[src/rtl/hdc_stream_monitor.sv]
// Passive valid/ready tap: timestamps fin fires, measures latency on dout fires, counts stalls/idles and scores labels.
// All outputs registered (one cycle after the event edge); never drives the taps. Define HDC_MON_MINMAX_EN for lat_min/lat_max.
module hdc_stream_monitor #(
   parameter int NUM_LABELS   = 2,
   parameter int CNT_WIDTH    = 32,
   parameter int TS_WIDTH     = 24,
   parameter int MAX_INFLIGHT = 4,
   parameter int SKIP_FIRST   = 2
) (
   input  logic                  clk,
   input  logic                  rst,
   input  logic                  clear,
   input  logic                  fin_valid,
   input  logic                  fin_ready,
   input  logic                  dout_valid,
   input  logic                  dout_ready,
   input  logic [NUM_LABELS-1:0] labels,
   input  logic [NUM_LABELS-1:0] exp_labels,
   output logic [CNT_WIDTH-1:0]  num_in,
   output logic [CNT_WIDTH-1:0]  num_out,
   output logic [CNT_WIDTH-1:0]  num_fail,
   output logic [CNT_WIDTH-1:0]  fin_stall_cnt,
   output logic [CNT_WIDTH-1:0]  fin_idle_cnt,
   output logic [CNT_WIDTH-1:0]  dout_stall_cnt,
   output logic [CNT_WIDTH-1:0]  dout_idle_cnt,
   output logic [CNT_WIDTH-1:0]  lat_total,
   output logic [TS_WIDTH-1:0]   last_latency,
   output logic [TS_WIDTH-1:0]   lat_min,
   output logic [TS_WIDTH-1:0]   lat_max,
   output logic [NUM_LABELS-1:0] mismatch_vec,
   output logic                  fail_pulse,
   output logic                  overflow,
   output logic                  underflow,
   output logic [1:0]            mon_state
);
   localparam int AW  = (MAX_INFLIGHT > 1) ? $clog2(MAX_INFLIGHT) : 1;
   localparam int PCW = $clog2(NUM_LABELS + 1);
   localparam int MW  = (CNT_WIDTH > TS_WIDTH) ? CNT_WIDTH : TS_WIDTH;
   localparam int SW  = ((MW > PCW) ? MW : PCW) + 1;
   localparam logic [CNT_WIDTH-1:0] CNT_MAX  = '1;
   localparam logic [CNT_WIDTH-1:0] SKIP_IDX = CNT_WIDTH'(SKIP_FIRST);
   localparam logic [AW:0]          DEPTH    = (AW + 1)'(MAX_INFLIGHT);

   typedef enum logic [1:0] {ST_IDLE = 2'd0, ST_BUSY = 2'd1, ST_ERROR = 2'd2} state_t;

   // Adder is one bit wider than any operand so the carry flags saturation.
   function automatic logic [CNT_WIDTH-1:0] sat_add(input logic [CNT_WIDTH-1:0] a,
                                                    input logic [SW-1:0] b);
      logic [SW-1:0] s;
      s = SW'(a) + b;
      if (s > SW'(CNT_MAX)) sat_add = CNT_MAX;
      else                  sat_add = s[CNT_WIDTH-1:0];
   endfunction

   logic [TS_WIDTH-1:0]   mem_q [MAX_INFLIGHT];
   logic [TS_WIDTH-1:0]   mem_d [MAX_INFLIGHT];
   logic [AW-1:0]         wr_ptr_q, wr_ptr_d, rd_ptr_q, rd_ptr_d;
   logic [AW:0]           cnt_q, cnt_d;
   logic [TS_WIDTH-1:0]   ts_q, ts_d, last_lat_q, last_lat_d;
   logic [CNT_WIDTH-1:0]  num_in_q, num_in_d, num_out_q, num_out_d, num_fail_q, num_fail_d;
   logic [CNT_WIDTH-1:0]  fin_stall_q, fin_stall_d, fin_idle_q, fin_idle_d;
   logic [CNT_WIDTH-1:0]  dout_stall_q, dout_stall_d, dout_idle_q, dout_idle_d;
   logic [CNT_WIDTH-1:0]  lat_total_q, lat_total_d;
   logic [NUM_LABELS-1:0] mism_q, mism_d;
   logic                  pulse_q, pulse_d, ovf_q, ovf_d, unf_q, unf_d;
   state_t                state_q, state_d;

   logic                  fin_fire, dout_fire, fifo_empty, fifo_full;
   logic                  push_ok, pop_ok, ovf_evt, unf_evt, score;
   logic [TS_WIDTH-1:0]   latency;
   logic [NUM_LABELS-1:0] xor_v;
   logic [PCW-1:0]        popcnt;

   assign fin_fire   = fin_valid & fin_ready;
   assign dout_fire  = dout_valid & dout_ready;
   assign fifo_empty = (cnt_q == '0);
   assign fifo_full  = (cnt_q == DEPTH);
   assign pop_ok     = dout_fire & ~fifo_empty;
   assign push_ok    = fin_fire & (~fifo_full | pop_ok);
   assign ovf_evt    = fin_fire & fifo_full & ~pop_ok;
   assign unf_evt    = dout_fire & fifo_empty;
   assign latency    = pop_ok ? (ts_q - mem_q[rd_ptr_q]) : '0;
   assign xor_v      = labels ^ exp_labels;
   assign score      = dout_fire & (num_out_q >= SKIP_IDX);

   always_comb begin
      popcnt = '0;
      for (int i = 0; i < NUM_LABELS; i++) popcnt = popcnt + PCW'(xor_v[i]);
   end

   always_comb begin
      mem_d        = mem_q;
      wr_ptr_d     = wr_ptr_q;
      rd_ptr_d     = rd_ptr_q;
      cnt_d        = cnt_q;
      ts_d         = ts_q + 1'b1;
      last_lat_d   = last_lat_q;
      num_in_d     = num_in_q;
      num_out_d    = num_out_q;
      num_fail_d   = num_fail_q;
      fin_stall_d  = fin_stall_q;
      fin_idle_d   = fin_idle_q;
      dout_stall_d = dout_stall_q;
      dout_idle_d  = dout_idle_q;
      lat_total_d  = lat_total_q;
      mism_d       = mism_q;
      pulse_d      = 1'b0;
      ovf_d        = ovf_q;
      unf_d        = unf_q;
      state_d      = state_q;
      if (clear) begin
         wr_ptr_d     = '0;
         rd_ptr_d     = '0;
         cnt_d        = '0;
         ts_d         = '0;
         last_lat_d   = '0;
         num_in_d     = '0;
         num_out_d    = '0;
         num_fail_d   = '0;
         fin_stall_d  = '0;
         fin_idle_d   = '0;
         dout_stall_d = '0;
         dout_idle_d  = '0;
         lat_total_d  = '0;
         mism_d       = '0;
         ovf_d        = 1'b0;
         unf_d        = 1'b0;
         state_d      = ST_IDLE;
      end else begin
         if (push_ok) begin
            mem_d[wr_ptr_q] = ts_q;
            wr_ptr_d        = wr_ptr_q + 1'b1;
         end
         if (pop_ok) rd_ptr_d = rd_ptr_q + 1'b1;
         cnt_d = cnt_q + (AW + 1)'(push_ok) - (AW + 1)'(pop_ok);
         if (fin_fire) num_in_d = sat_add(num_in_q, SW'(1));
         if (dout_fire) begin
            num_out_d   = sat_add(num_out_q, SW'(1));
            last_lat_d  = latency;
            lat_total_d = sat_add(lat_total_q, SW'(latency));
         end
         if (score) begin
            num_fail_d = sat_add(num_fail_q, SW'(popcnt));
            mism_d     = mism_q | xor_v;
            pulse_d    = |xor_v;
         end
         if (fin_valid & ~fin_ready)   fin_stall_d  = sat_add(fin_stall_q, SW'(1));
         if (~fin_valid & fin_ready)   fin_idle_d   = sat_add(fin_idle_q, SW'(1));
         if (dout_valid & ~dout_ready) dout_stall_d = sat_add(dout_stall_q, SW'(1));
         if (~dout_valid & dout_ready) dout_idle_d  = sat_add(dout_idle_q, SW'(1));
         if (ovf_evt) ovf_d = 1'b1;
         if (unf_evt) unf_d = 1'b1;
         // ERROR is absorbing until clear/rst; bookkeeping above keeps running in it.
         if (ovf_evt | unf_evt)
            state_d = ST_ERROR;
         else if ((state_q == ST_IDLE) && push_ok && fifo_empty)
            state_d = ST_BUSY;
         else if ((state_q == ST_BUSY) && pop_ok && !push_ok && (cnt_q == (AW + 1)'(1)))
            state_d = ST_IDLE;
      end
   end

   always_ff @(posedge clk or posedge rst) begin
      if (rst) begin
         for (int i = 0; i < MAX_INFLIGHT; i++) mem_q[i] <= '0;
         wr_ptr_q     <= '0;
         rd_ptr_q     <= '0;
         cnt_q        <= '0;
         ts_q         <= '0;
         last_lat_q   <= '0;
         num_in_q     <= '0;
         num_out_q    <= '0;
         num_fail_q   <= '0;
         fin_stall_q  <= '0;
         fin_idle_q   <= '0;
         dout_stall_q <= '0;
         dout_idle_q  <= '0;
         lat_total_q  <= '0;
         mism_q       <= '0;
         pulse_q      <= 1'b0;
         ovf_q        <= 1'b0;
         unf_q        <= 1'b0;
         state_q      <= ST_IDLE;
      end else begin
         mem_q        <= mem_d;
         wr_ptr_q     <= wr_ptr_d;
         rd_ptr_q     <= rd_ptr_d;
         cnt_q        <= cnt_d;
         ts_q         <= ts_d;
         last_lat_q   <= last_lat_d;
         num_in_q     <= num_in_d;
         num_out_q    <= num_out_d;
         num_fail_q   <= num_fail_d;
         fin_stall_q  <= fin_stall_d;
         fin_idle_q   <= fin_idle_d;
         dout_stall_q <= dout_stall_d;
         dout_idle_q  <= dout_idle_d;
         lat_total_q  <= lat_total_d;
         mism_q       <= mism_d;
         pulse_q      <= pulse_d;
         ovf_q        <= ovf_d;
         unf_q        <= unf_d;
         state_q      <= state_d;
      end
   end

`ifdef HDC_MON_MINMAX_EN
   logic [TS_WIDTH-1:0] lat_min_q, lat_min_d, lat_max_q, lat_max_d;

   // Underflow fires carry no real latency, so only true pops update the extremes.
   always_comb begin
      lat_min_d = lat_min_q;
      lat_max_d = lat_max_q;
      if (clear) begin
         lat_min_d = '1;
         lat_max_d = '0;
      end else if (pop_ok) begin
         if (latency < lat_min_q) lat_min_d = latency;
         if (latency > lat_max_q) lat_max_d = latency;
      end
   end

   always_ff @(posedge clk or posedge rst) begin
      if (rst) begin
         lat_min_q <= '1;
         lat_max_q <= '0;
      end else begin
         lat_min_q <= lat_min_d;
         lat_max_q <= lat_max_d;
      end
   end

   assign lat_min = lat_min_q;
   assign lat_max = lat_max_q;
`else
   assign lat_min = '0;
   assign lat_max = '0;
`endif

   assign num_in         = num_in_q;
   assign num_out        = num_out_q;
   assign num_fail       = num_fail_q;
   assign fin_stall_cnt  = fin_stall_q;
   assign fin_idle_cnt   = fin_idle_q;
   assign dout_stall_cnt = dout_stall_q;
   assign dout_idle_cnt  = dout_idle_q;
   assign lat_total      = lat_total_q;
   assign last_latency   = last_lat_q;
   assign mismatch_vec   = mism_q;
   assign fail_pulse     = pulse_q;
   assign overflow       = ovf_q;
   assign underflow      = unf_q;
   assign mon_state      = state_q;

endmodule

[config.mk]
export PLATFORM = sky130hd
export DESIGN_NAME = hdc_stream_monitor
export DESIGN_NICKNAME = d
export VERILOG_FILES = /design/src/rtl/hdc_stream_monitor.sv
export SDC_FILE = /design/constraint.sdc
export NUM_CORES = 1
export LEC_CHECK = 0
export CORE_AREA = 3 3 232 234
export DETAILED_ROUTE_END_ITERATION = 8
export DIE_AREA = 0 0 235 237
export PLACE_DENSITY = 0.75
export RECOVER_POWER = 100
export SLEW_MARGIN = 25
export SYNTH_ARGS = -nofsm -noshare
export SYNTH_HDL_FRONTEND = slang
export SYNTH_SLANG_ARGS = --single-unit
[constraint.sdc]
create_clock -name clk -period 21.5 [get_ports clk]
set_input_delay 5.375 -clock clk [delete_from_list [all_inputs] [get_ports clk]]
set_output_delay 5.375 -clock clk [all_outputs]
set_load 0.01 [all_outputs]
==> out/summary.txt <==
Clock power frac - 41.6%
Peak VDD IR - 52.0 uV
Fillers - 4435
Worst EP arrival - 12320 ps
Final setup vio count - 0
DIE AREA - 55700 sq um
Slew Viols, Final - 670
Net Sw Power - 539 uW
Commonest non-fill, non-tap cells in the layout - dfrtp_1, nor2_1, dlygate4sd3_1, a21oi_1, nand2_1
Post-DP HPWL - 52900 um
Die Width - 235 um
Via density - 6.27
Max Clock Freq - 79.8 MHz
Final Cycle Share - 58.3%
Clk sink count - 414
Worst Reg-to-Reg Cells - 23
Hold depth - 2
Clk Latency, worst-skew pair - 600 ps
Layout net count - 3180
Largest net degree at the start of global routing - 163
Iteration count of the initial detailed-routing pass - 6
Pwr dens - 62.5 nW/um^2
Placer Congestion - 0.938
Status - complete, but fails checks
Port Buffers - 297
Post-CTS setup buffers - 0
Yosys warning count - 0
Kind of critical path - in2async
Post_cts resized - 0
Reg2reg setup slack - 14800 ps
Total GRT Usage - 26.4%
Reg clk slew, reported paths - 60 ps
Initial antenna violation count - 1
Slew headroom - -302%
Starting DRT DRC Count - 2450
Area Growth Syn to Fin - 17.6%
Combinational fraction of design power - 15.2%
H-tree depth - 2
Setup Skew - 27.7 ps
Remaining Overflow, GRT - 0
R2R Path End - lat_total[28]
Core area - 52200 sq um
DIE HEIGHT - 237 um
Routed len/inst - 19.9 um
Max clock buf depth - 3
Worst Path Required - 21290 ps
HP Class - reg2reg
DRC errors left - 0
Number of flops mapped to enable cells by yosys - 0
Placement Setup Slack - 11150 ps
Failing checks - capacitance limit, slew limit
Reg power frac - 43.2%
Pleak - 0.0132 uW
Post-route setup slack - 8970 ps
RSZ-0062 raised after global routing - no
Commonest non-fill, non-tap cell in the layout - dfrtp_1
CTS Root Cell - clkbuf_16
Int Power - 1370 uW
Ys flop type - dfrtp_1
Antenna-violating nets left - 0
First-pass GRT wire length - 123000 um
Final hold vios - 0
CTS buffer count - 48
Async S/R FF share, synth - 100%
Initial Utilization - 49.7%
Actual slew at the worst max-slew pin - 6030 ps
MaxCap Viol Count - 11
Min-Delay Endpoint - overflow
Syn_area_per_cell - 8.89 sq um
CTS tree - done
Vias - 24.0k
Num rows - 84
Final setup TNS - 0 ps
# diodes - 0
Post-synthesis sequential area ratio - 39.9%
Total Wirelength - 76300 um
Synthesized area - 26000 sq um
# IOs - 346
Share of cells above drive strength 1 - 8.85%
Min-delay src - overflow
Worst Path Max Fanout - 136
Sw Ratio - 28.2%
Synth Register Bits - 414
Hold Buf Count CTS - 0
CP Launch Type - primary input
Worst setup EP type - async pin
Min Clock Period, post-route - 12530 ps
Number of global-route vias before repair - 23.0k
Gate Count Post-Synth - 2920
Netlist cell types - 102
Reg-to-Reg Start - rd_ptr_q[0]
## flip-flops by register name, indices dropped and copies added (netlist names), 32 cells and up
signal / cells
dout_stall_cnt: 32
num_out: 32
fin_idle_cnt: 32
dout_idle_cnt: 32
lat_total: 32
num_in: 32
mem_q: 96
fin_stall_cnt: 32
num_fail: 32
## kinds of logic (layout without fill, tap and decap cells)
logic type / count (synthesis) / after routing / synth area share [%]
adder cells (fa/ha/maj): 65 / 65 / 3.19
AO/OA/AOI/OAI: 771 / 771 / 20.0
other: 1 / 48 / 0.0144
buffers and inverters: 334 / 508 / 5.86
flip-flops: 414 / 414 / 39.9
multiplexers: 132 / 132 / 6.73
XOR/XNOR: 106 / 106 / 3.58
AND/OR/NAND/NOR: 1097 / 1097 / 20.7
## layer usage
layer  vias up  GRT usage, %  wire, um  part of all wire (%)
met5         -             0         0                     0
met4         0          11.5      3050                   4.0
met3       201          3.88      5600                   7.3
met2      1104          43.7     36700                    48
met1     11700          34.7     31000                    41
li1      11000             -         -                     -
## critical path: stages
cell	delay, ps
dlygate4sd3_1	540
clkinvlp_2	3270
clkbuf_1	2910
## through the flow
| stage | utilization [%] | power, uW | hold WS (ps) | std cells | instance area (sq um) |
|---|---|---|---|---|---|
| finish | 58.4 | 1910 | 495 | 3829 | 30500 |
| global route | 58.4 | 1990 | 508 | 3829 | 30500 |
| CTS | 58.5 | 1930 | 503 | 3829 | 30600 |
| detailed placement | 55.6 | 1130 | 491 | 3748 | 29100 |
| global placement | 55.6 | 1120 | 483 | 3748 | 29100 |
| floorplan | - | 1040 | 475 | 2967 | 26100 |
## Yosys cell counts (10+ instances only)
library cell	count	area, sq um
buf_2	24	120
inv_1	103	387
dfrtp_1	414	10400
a21oi_1	243	1220
nor3_1	91	455
mux2i_1	10	100
or2_2	10	62.6
a41oi_1	14	123
buf_4	51	383
o21a_1	22	165
o221a_2	19	214
ha_1	55	688
mux2_2	97	1090
a311oi_1	81	709
xnor2_1	64	561
o21ai_0	150	751
xor2_1	42	368
nor2_1	313	1170
clkbuf_1	143	537
a21o_1	11	82.6
a211oi_1	64	480
nand2_1	224	841
or3_1	11	68.8
nand3_1	151	756
nand4_1	49	307
o211ai_1	13	97.6
and2_1	39	244
and3_1	69	432
nand2b_1	24	150
and4_1	18	158
mux4_2	24	541
a31oi_1	26	163
nor4_1	27	169
a211o_1	18	158
nor2b_1	20	125
## final cells by class
| class | count | area, sq um | share of cell area (%) |
|---|---|---|---|
| Timing Repair Buffer | 322 | 3130 | 10.3 |
| Multi-Input combinational cell | 2219 | 14300 | 46.8 |
| Tap cell | 688 | 861 | 2.82 |
| Clock buffer | 70 | 1360 | 4.47 |
| Sequential cell | 414 | 10400 | 34.0 |
| Inverter | 105 | 395 | 1.30 |
| Clock inverter | 11 | 133 | 0.435 |
## power by group through the flow
| stage | Combinational (uW) | Clock [uW] | Sequential, uW |
|---|---|---|---|
| after floorplan | 210 | 0 | 830 |
| after global placement | 286 | 0 | 836 |
| after detailed placement | 292 | 0 | 837 |
| after CTS | 293 | 809 | 824 |
| after global routing | 318 | 842 | 825 |
| final | 290 | 794 | 823 |
## worst max-delay path by stage
stage                        endpoint  cells past startpoint  slack (ps)       start
CTS                     lat_total[28]                     18       11770  dout_valid
detailed placement      lat_total[28]                     18       11150  dout_ready
floorplan                    cnt_q[0]                      1        4600         rst
global route                mem_q[37]                      3        7430         rst
global placement        lat_total[26]                     18       11330  dout_valid
finish              dout_idle_cnt[22]                      3        8970         rst
Power figures use the tool's default switching activity.
